`src/rtl/regfile_2r1w_if.sv`:
```
// Decode/writeback-facing bus of the 2-read/1-write integer register file.
interface regfile_2r1w_if #(
  parameter int unsigned XLEN = 32
);
  localparam int unsigned AW = 5;

  logic            rd_req;
  logic [AW-1:0]   rs1_addr;
  logic [AW-1:0]   rs2_addr;
  logic            stall;
  logic            we;
  logic [AW-1:0]   wr_addr;
  logic [XLEN-1:0] wr_data;
  logic [XLEN-1:0] rs1_data;
  logic [XLEN-1:0] rs2_data;
  logic            rd_valid;

  modport master (
    output rd_req, rs1_addr, rs2_addr, stall, we, wr_addr, wr_data,
    input  rs1_data, rs2_data, rd_valid
  );

  modport slave (
    input  rd_req, rs1_addr, rs2_addr, stall, we, wr_addr, wr_data,
    output rs1_data, rs2_data, rd_valid
  );
endinterface

```
`src/rtl/regfile_2r1w.sv`:
```
// RV32I integer register file: x1..x31 in flops, x0 hardwired to zero,
// two registered read ports with stall hold, write bypass and held-operand refresh.

// 32:1 single-bit selector cell used to build every read-port bit.
module mux32t1 (
  input  logic [31:0] d,
  input  logic [4:0]  sel,
  output logic        y
);
  assign y = d[sel];
endmodule

module regfile_2r1w #(
  parameter int unsigned XLEN   = 32,
  parameter bit          BYPASS = 1'b1
) (
  input  logic           clk,
  input  logic           rst_n,
  regfile_2r1w_if.slave  bus
);
  localparam int unsigned AW   = 5;
  localparam int unsigned NREG = 32;

  logic [XLEN-1:0] mem_q [1:NREG-1];
  logic [XLEN-1:0] mem_d [1:NREG-1];
  logic [XLEN-1:0] rs1_data_q, rs1_data_d;
  logic [XLEN-1:0] rs2_data_q, rs2_data_d;
  logic [AW-1:0]   rs1_addr_q, rs1_addr_d;
  logic [AW-1:0]   rs2_addr_q, rs2_addr_d;
  logic            rd_valid_q, rd_valid_d;

  logic [XLEN-1:0] rs1_rd_c;
  logic [XLEN-1:0] rs2_rd_c;
  logic            wr_en_c;

  assign wr_en_c = bus.we && (bus.wr_addr != '0);

  // Per-bit column of the array (entry 0 is the constant-zero x0) feeding one mux per port.
  for (genvar b = 0; b < int'(XLEN); b++) begin : g_bit
    logic [NREG-1:0] col_c;

    always_comb begin
      col_c = '0;
      for (int r = 1; r < int'(NREG); r++) begin
        col_c[r] = mem_q[r][b];
      end
    end

    mux32t1 u_mux_rs1 (.d(col_c), .sel(bus.rs1_addr), .y(rs1_rd_c[b]));
    mux32t1 u_mux_rs2 (.d(col_c), .sel(bus.rs2_addr), .y(rs2_rd_c[b]));
  end

  always_comb begin
    mem_d = mem_q;
    if (wr_en_c) begin
      mem_d[bus.wr_addr] = bus.wr_data;
    end
  end

  // Capture / idle / stall-with-refresh selection for the output registers.
  always_comb begin
    rs1_data_d = rs1_data_q;
    rs2_data_d = rs2_data_q;
    rs1_addr_d = rs1_addr_q;
    rs2_addr_d = rs2_addr_q;
    rd_valid_d = rd_valid_q;

    if (!bus.stall) begin
      if (bus.rd_req) begin
        rd_valid_d = 1'b1;
        rs1_addr_d = bus.rs1_addr;
        rs2_addr_d = bus.rs2_addr;
        rs1_data_d = (BYPASS && wr_en_c && (bus.wr_addr == bus.rs1_addr)) ? bus.wr_data : rs1_rd_c;
        rs2_data_d = (BYPASS && wr_en_c && (bus.wr_addr == bus.rs2_addr)) ? bus.wr_data : rs2_rd_c;
      end else begin
        rd_valid_d = 1'b0;
      end
    end else if (rd_valid_q && wr_en_c) begin
      if (bus.wr_addr == rs1_addr_q) rs1_data_d = bus.wr_data;
      if (bus.wr_addr == rs2_addr_q) rs2_data_d = bus.wr_data;
    end
  end

  always_ff @(posedge clk or negedge rst_n) begin
    if (!rst_n) begin
      for (int r = 1; r < int'(NREG); r++) begin
        mem_q[r] <= '0;
      end
      rs1_data_q <= '0;
      rs2_data_q <= '0;
      rs1_addr_q <= '0;
      rs2_addr_q <= '0;
      rd_valid_q <= 1'b0;
    end else begin
      mem_q      <= mem_d;
      rs1_data_q <= rs1_data_d;
      rs2_data_q <= rs2_data_d;
      rs1_addr_q <= rs1_addr_d;
      rs2_addr_q <= rs2_addr_d;
      rd_valid_q <= rd_valid_d;
    end
  end

  assign bus.rs1_data = rs1_data_q;
  assign bus.rs2_data = rs2_data_q;
  assign bus.rd_valid = rd_valid_q;
endmodule

```
`src/flat_wrapper.sv`:
```
// flat-port wrapper written by rule: the top's interface ports become plain ports
module regfile_2r1w_flat 
#(
  parameter int unsigned XLEN   = 32,
  parameter bit          BYPASS = 1'b1
)
  (clk, rst_n, bus_rd_req, bus_rs1_addr, bus_rs2_addr, bus_stall, bus_we, bus_wr_addr, bus_wr_data, bus_rs1_data, bus_rs2_data, bus_rd_valid);
  regfile_2r1w_if #(.XLEN(XLEN)) bus_i ();
  input  logic clk;
  input  logic rst_n;
  input wire logic [$bits(bus_i.rd_req)-1:0] bus_rd_req;
  input wire logic [$bits(bus_i.rs1_addr)-1:0] bus_rs1_addr;
  input wire logic [$bits(bus_i.rs2_addr)-1:0] bus_rs2_addr;
  input wire logic [$bits(bus_i.stall)-1:0] bus_stall;
  input wire logic [$bits(bus_i.we)-1:0] bus_we;
  input wire logic [$bits(bus_i.wr_addr)-1:0] bus_wr_addr;
  input wire logic [$bits(bus_i.wr_data)-1:0] bus_wr_data;
  output wire logic [$bits(bus_i.rs1_data)-1:0] bus_rs1_data;
  output wire logic [$bits(bus_i.rs2_data)-1:0] bus_rs2_data;
  output wire logic [$bits(bus_i.rd_valid)-1:0] bus_rd_valid;
  assign bus_i.rd_req = bus_rd_req;
  assign bus_i.rs1_addr = bus_rs1_addr;
  assign bus_i.rs2_addr = bus_rs2_addr;
  assign bus_i.stall = bus_stall;
  assign bus_i.we = bus_we;
  assign bus_i.wr_addr = bus_wr_addr;
  assign bus_i.wr_data = bus_wr_data;
  assign bus_rs1_data = bus_i.rs1_data;
  assign bus_rs2_data = bus_i.rs2_data;
  assign bus_rd_valid = bus_i.rd_valid;
  regfile_2r1w #(.XLEN(XLEN), .BYPASS(BYPASS)) u_core (.clk(clk), .rst_n(rst_n), .bus(bus_i));
endmodule
```
`config.mk`:
```
export PLATFORM = sky130hd
export DESIGN_NAME = regfile_2r1w_flat
export DESIGN_NICKNAME = d
export VERILOG_FILES = /design/src/rtl/regfile_2r1w_if.sv /design/src/rtl/regfile_2r1w.sv /design/src/flat_wrapper.sv
export SDC_FILE = /design/constraint.sdc
export NUM_CORES = 2
export LEC_CHECK = 0
export CAP_MARGIN = 20
export CORE_MARGIN = 2
export CORE_UTILIZATION = 55
export DETAILED_ROUTE_END_ITERATION = 6
export PLACE_DENSITY = 0.83
export RECOVER_POWER = 25
export SYNTH_ARGS = -nofsm -noshare
export SYNTH_HDL_FRONTEND = slang
export SYNTH_HIERARCHICAL = 1
export SYNTH_SLANG_ARGS = --single-unit
```
`constraint.sdc`:
```
create_clock -name clk -period 2 [get_ports clk]
set_input_delay 0.2 -clock clk [delete_from_list [all_inputs] [get_ports clk]]
set_output_delay 0.2 -clock clk [all_outputs]
set_load 0.03 [all_outputs]
```
-- After elaboration in Yosys (flattened, before gate mapping)
Cells that the tools add are included.
- register bits after elaboration: 1067
- bits of input ports: 52
- word-level logic and storage cells: 201
- order comparisons: 4
- equality and inequality tests: 7
- mux-type cells: 142
- bitwise gates (word level): 2
- reduce and logical (&&, ||, !) cells: 10
- operator list (kind ; number):
    992-bit bitwise mux ; 1
    32-bit two-way mux ; 11
    1-bit binary-select mux with 5-bit select ; 64
    32-bit demux with 5-bit select ; 1
    1-bit two-way mux ; 65
    5-bit == test ; 4
    5-bit by 6-bit < comparator with 1-bit output (second input constant) ; 2
    6-bit greater-or-equal comparator (second input constant) ; 1
    6-bit by 1-bit < comparator with 1-bit output (second input constant) ; 1
    2-bit by 1-bit inequality test with 1-bit output (second input constant) ; 3
    5-bit NOT with 6-bit output ; 1
    3-bit AND reduction ; 2
    1-bit logical AND ; 5
    5-bit nonzero test ; 1
    2-bit AND reduction ; 1
    2-bit nonzero test ; 1
    1-bit NOT ; 1

-- Depth between registers and ports, before layout
- depth after elaboration: 6
- gate-level depth with buffers: 9
- mapped depth without buffers: 7

-- Cells and area by module
The synthesis kept the hierarchy.
- by module, submodules not included (module ; times used ; cells an instance ; area each (um^2) ; sequential area each (um^2)):
    regfile_2r1w ; 1 ; 3058 ; 39800.7 ; 26700.6
    mux32t1 ; 64 ; 41 ; 325.3 ; 0.0

-- Worst setup path before layout
Ideal clock, no wire load.
- path type: input to register
- start: in bus_wr_addr[4]
- end: reg u_core.rs1_data_q[10], in the netlist u_core/bus.rs1_data[10]
- data arrival time: 1.647 ns
- path slack: 0.229 ns
- stages on the path: 6
- path buffers: 1
- cell sequence: nor3_2 -> nand2_1 -> a41oi_2 -> buf_6 -> mux2_2 -> mux2_2
- cells in the longest elaborated chain, start to end: 6
- elaborated cells between the ends (all ways): 12
- ends and longest elaborated chain (item ; line ; RTL):
    from (decl) ; flat_wrapper.sv:16 ; input wire logic [$bits(bus_i.wr_addr)-1:0] bus_wr_addr;
    5-bit nonzero test ; regfile_2r1w.sv:36 ; assign wr_en_c = bus.we && (bus.wr_addr != '0);
    1-bit logical AND ; regfile_2r1w.sv:36 ;
    1-bit logical AND ; regfile_2r1w.sv:73 ; rs1_data_d = (BYPASS && wr_en_c && (bus.wr_addr == bus.rs1_addr)) ? bus.wr_data : rs1_rd_c;
    32-bit two-way mux ; regfile_2r1w.sv:73 ;
    32-bit two-way mux ; regfile_2r1w.sv:69 ; if (bus.rd_req) begin
    32-bit two-way mux ; regfile_2r1w.sv:68 ; if (!bus.stall) begin
    to (signal assigned) ; regfile_2r1w.sv:96 ; rs1_data_q <= rs1_data_d;
    to (decl) ; regfile_2r1w.sv:26 ; logic [XLEN-1:0] rs1_data_q, rs1_data_d;
Parallel ways exist; a longest one is shown, timed or not. The select of a mux whose other input is x is not followed.
A chain may end at the register's enable or synchronous reset.

-- Worst setup path after layout
- start: reg u_core.rs1_data_q[27], in the netlist u_core/bus.rs1_data[27]
- end: out bus_rs1_data[27]
- RTL lines (item ; line ; RTL):
    to (decl) ; flat_wrapper.sv:18 ; output wire logic [$bits(bus_i.rs1_data)-1:0] bus_rs1_data;
No word-level cell between the ends.

==> impl_metrics.json <==
{
  "clockBufferDepth": 3,
  "hold_viol": 0,
  "syn_area_sq_um": 60600,
  "path_cells": "clkdlybuf4s50_1",
  "netlist_instances": 5682,
  "vias": 49700,
  "drc": 4,
  "synth_warnings": 6,
  "required_ns": 1.80,
  "pin_count": 117,
  "cts_buffers": 108,
  "dr.pass1.iters": 7,
  "cts.sinks": 1067,
  "cts.clk_slew.worst_paths_ns": 0.06,
  "synth-seq-cells": 1067,
  "hpwlAfterDp_mm": 131,
  "hold_class": "input pin to flop",
  "finalCritPeriodShare_pct": 98.8,
  "wl_per_cell_microns": 25.5,
  "final_nets": 6222,
  "grt_pass1_wl_mm": 299,
  "finalSetupViolations": 0,
  "cpMaxStageDelayCell": "clkdlybuf4s50_1",
  "io_buffers": 116,
  "fin_hold_ws_ns": 0.0524,
  "max-vdd-ir-drop_mv": 0.853,
  "initial_core_util_pct": 55.5,
  "synth_top_area_cell": "dfrtp_1",
  "yosysSeqAreaShare_pct": 44.0,
  "crit_path_max_incr_delay_ns": 0.70,
  "crit_arrival_ns": 1.78,
  "finalInstanceArea_sq_um": 71000,
  "drt-initial-drc-count": 5563,
  "path_class": "flop to output pin",
  "synth_area_leaders": "dfrtp_1 44%, mux2i_1 17%, mux2_2 10%",
  "worstSkewPairLatency_ns": 0.70,
  "slew_violations": 27,
  "ctsRootBufferMaster": "clkbuf_16",
  "core_sq_um": 109000,
  "synth_area_per_cell_sq_um": 10.7,
  "tightest_slew_ns": 1.54,
  "crit_fanout": 2,
  "routed_wl_mm": 197,
  "violations": "design-rule violations, max-capacitance violations, max-slew violations",
  "setup_tns_ns": 0,
  "syn_to_final_growth_pct": 17.2,
  "grt_max_degree": 90,
  "status": "complete, but fails checks",
  "cts_tree": "yes",
  "htreeDepth": 3,
  "antenna_found_initial": 3,
  "ant_nets": 0,
  "fmax_ghz": 0.506,
  "yosys.area.top_type_share_pct": 44.0,
  "fin_skew_ns": 0.0233,
  "yosysUniqueCellTypes": 43,
  "drv_cap": 1,
  "drive_gt1_share_pct": 21.2,
  "max-slew-margin-rel_pct": -2.49,
  "worst-path-buf-inv": 1,
  "die_area_sq_um": 113000,
  "start_kind": "flop",
  "placementRows": 121,
  "grt_use_total_pct": 34.5,
  "postPlaceCellArea_sq_um": 67500,
  "endpoint_kind": "output pin",
  "p_leak_nw": 33.9,
  "fp.dieH_microns": 336,
  "vias_per_cell": 6.43,
  "period_minus_slack_ns": 1.98,
  "grt_pass1_vias": 49900,
  "rsz0062_at_grt": "no",
  "power_density_nw_per_um2": 905,
  "gp_congestion": 0.963,
  "critPathTopFamily": "buffers and inverters",
  "grt_remaining_overflow": 0,
  "fp.dieW_microns": 336
}
-- synth_stat cells, drive strengths merged --
cell,instances
dfrtp,1067
mux2i,1024
nand2,883
mux2,586
o21ai,481
a22oi,256
buf,197
a21oi,193
clkbuf,158
nand3,132
inv,96
nor2,84
and2,65
nand2b,65
nor2b,65
a211oi,64
a311o,64
and2b,64
nand4b,64
a222oi,32
xor2,15
nor3,5
xnor2,5
nand3b,4
nor3b,4
nand4,2
a21boi,1
a41oi,1
and3,1
and3b,1
conb,1
or2,1
or3b,1
-- layer usage --
| layer | vias up | share of wire (%) | global-route usage, % |
|---|---|---|---|
| met4 | 2 | 6.8 | 19.8 |
| li1 | 21400 | - | - |
| met5 | - | 0.010 | 0.128 |
| met3 | 879 | 11 | 7.06 |
| met1 | 24400 | 38 | 45.6 |
| met2 | 3026 | 44 | 53.0 |
-- path summary, 6_finish.rpt --
check	from	to	slack, ns	cells past startpoint
hold / removal	bus_rs1_addr[0]	u_core/rs1_addr_q[0]	0.05	2
setup reg to reg	u_core/rs2_addr_q[1]	u_core/bus.rs2_data[13]	0.05	6
setup / recovery	u_core/bus.rs1_data[27]	bus_rs1_data[27]	0.02	1
max in group asynchronous	rst_n	u_core/g_bit[22].col_c[16]	0.23	3
min in group asynchronous	rst_n	u_core/g_bit[17].col_c[25]	0.46	2
hold reg to reg	u_core/g_bit[3].col_c[19]	u_core/g_bit[3].col_c[19]	0.50	2
-- what timing repair did --
item | in CTS | in global routing
gates cloned | 0 | 0
pin swaps | 0 | 0
endpoints found under the hold margin | 653 | 0
gates resized for setup | 36 | 2
buffers inserted | 0 | 0
hold buffers | 2 | 0
setup endpoints to repair | 36 | 2
-- placed cells by master, fill, tap and decap left out, types with 16 or more instances in the layout --
cell type / n
a21oi_1: 192
o21ai_0: 480
conb_1: 64
clkdlybuf4s50_1: 68
mux2_2: 547
a22oi_1: 256
nand3_1: 132
clkbuf_1: 20
dlygate4sd2_1: 36
nand4b_1: 64
a211oi_1: 64
and2b_1: 64
buf_12: 179
a222oi_1: 32
nor2_4: 16
nor2_1: 68
dfrtp_1: 1067
inv_1: 96
clkbuf_16: 109
and2_1: 64
buf_4: 355
nand2b_1: 65
nand2_1: 868
mux2_1: 39
clkinv_2: 25
mux2i_1: 1024
nor2b_1: 64
a311o_1: 64
-- logic make-up (layout without fill, tap and decap cells) --
logic type | after synthesis | in the layout | synth area share [%]
buffers and inverters | 451 | 960 | 5.63
xor gates and xnor gates | 20 | 20 | 0.289
DFF | 1067 | 1067 | 44.0
AOI/OAI and AO/OA | 1092 | 1092 | 11.2
muxes | 1610 | 1610 | 27.8
and+or+nand+nor | 1441 | 1441 | 11.1
other | 1 | 66 | 0.00619
-- area by class of cell --
class | count | area [sq um]
Clock inverter | 59 | 668
Fill cell | 8005 | 38100
Sequential cell | 1067 | 26700
Antenna cell | 2 | 5.00
Inverter | 96 | 360
Timing Repair Buffer | 670 | 7470
Clock buffer | 135 | 2970
Multi-Input combinational cell | 4227 | 31000
Tap cell | 1476 | 1850
-- sequential cells by signal, summed over array words and instances, names as in the netlist --
name                 flops
u_core/bus.rd_valid      1
u_core/bus.rs1_data     32
u_core/bus.rs2_data     32
u_core/g_bit.col_c     992
u_core/rs1_addr_q        5
u_core/rs2_addr_q        5
-- worst register-to-register path: cells and delay by family (launching register included) --
kind | cells | cell delay, ns
xor gates and xnor gates | 1 | 0.15
AOI/OAI and AO/OA | 1 | 0.46
and+or+nand+nor | 3 | 0.60
buffers and inverters | 1 | 0.19
DFF | 1 | 0.40
-- power breakdown --
part | internal (mW) | total, mW | switching [mW]
Sequential | 25.7 | 29.3 | 3.57
Clock | 12.1 | 21.1 | 9.01
Combinational | 6.60 | 14.0 | 7.35
Total | 44.4 | 64.3 | 19.9
-- metrics by stage --
stage | setup WS, ns | util, % | instances | total power [mW]
floorplan | 0.229 | - | 5745 | 37.6
global placement | -0.408 | 61.8 | 7534 | 42.3
detailed placement | -0.419 | 61.8 | 7534 | 43.2
CTS | 0.00139 | 65.1 | 7730 | 64.1
global route | 0.00000755 | 65.1 | 7730 | 66.9
finish | 0.0232 | 65.1 | 7732 | 64.3
(Power assumes the default switching activity.)
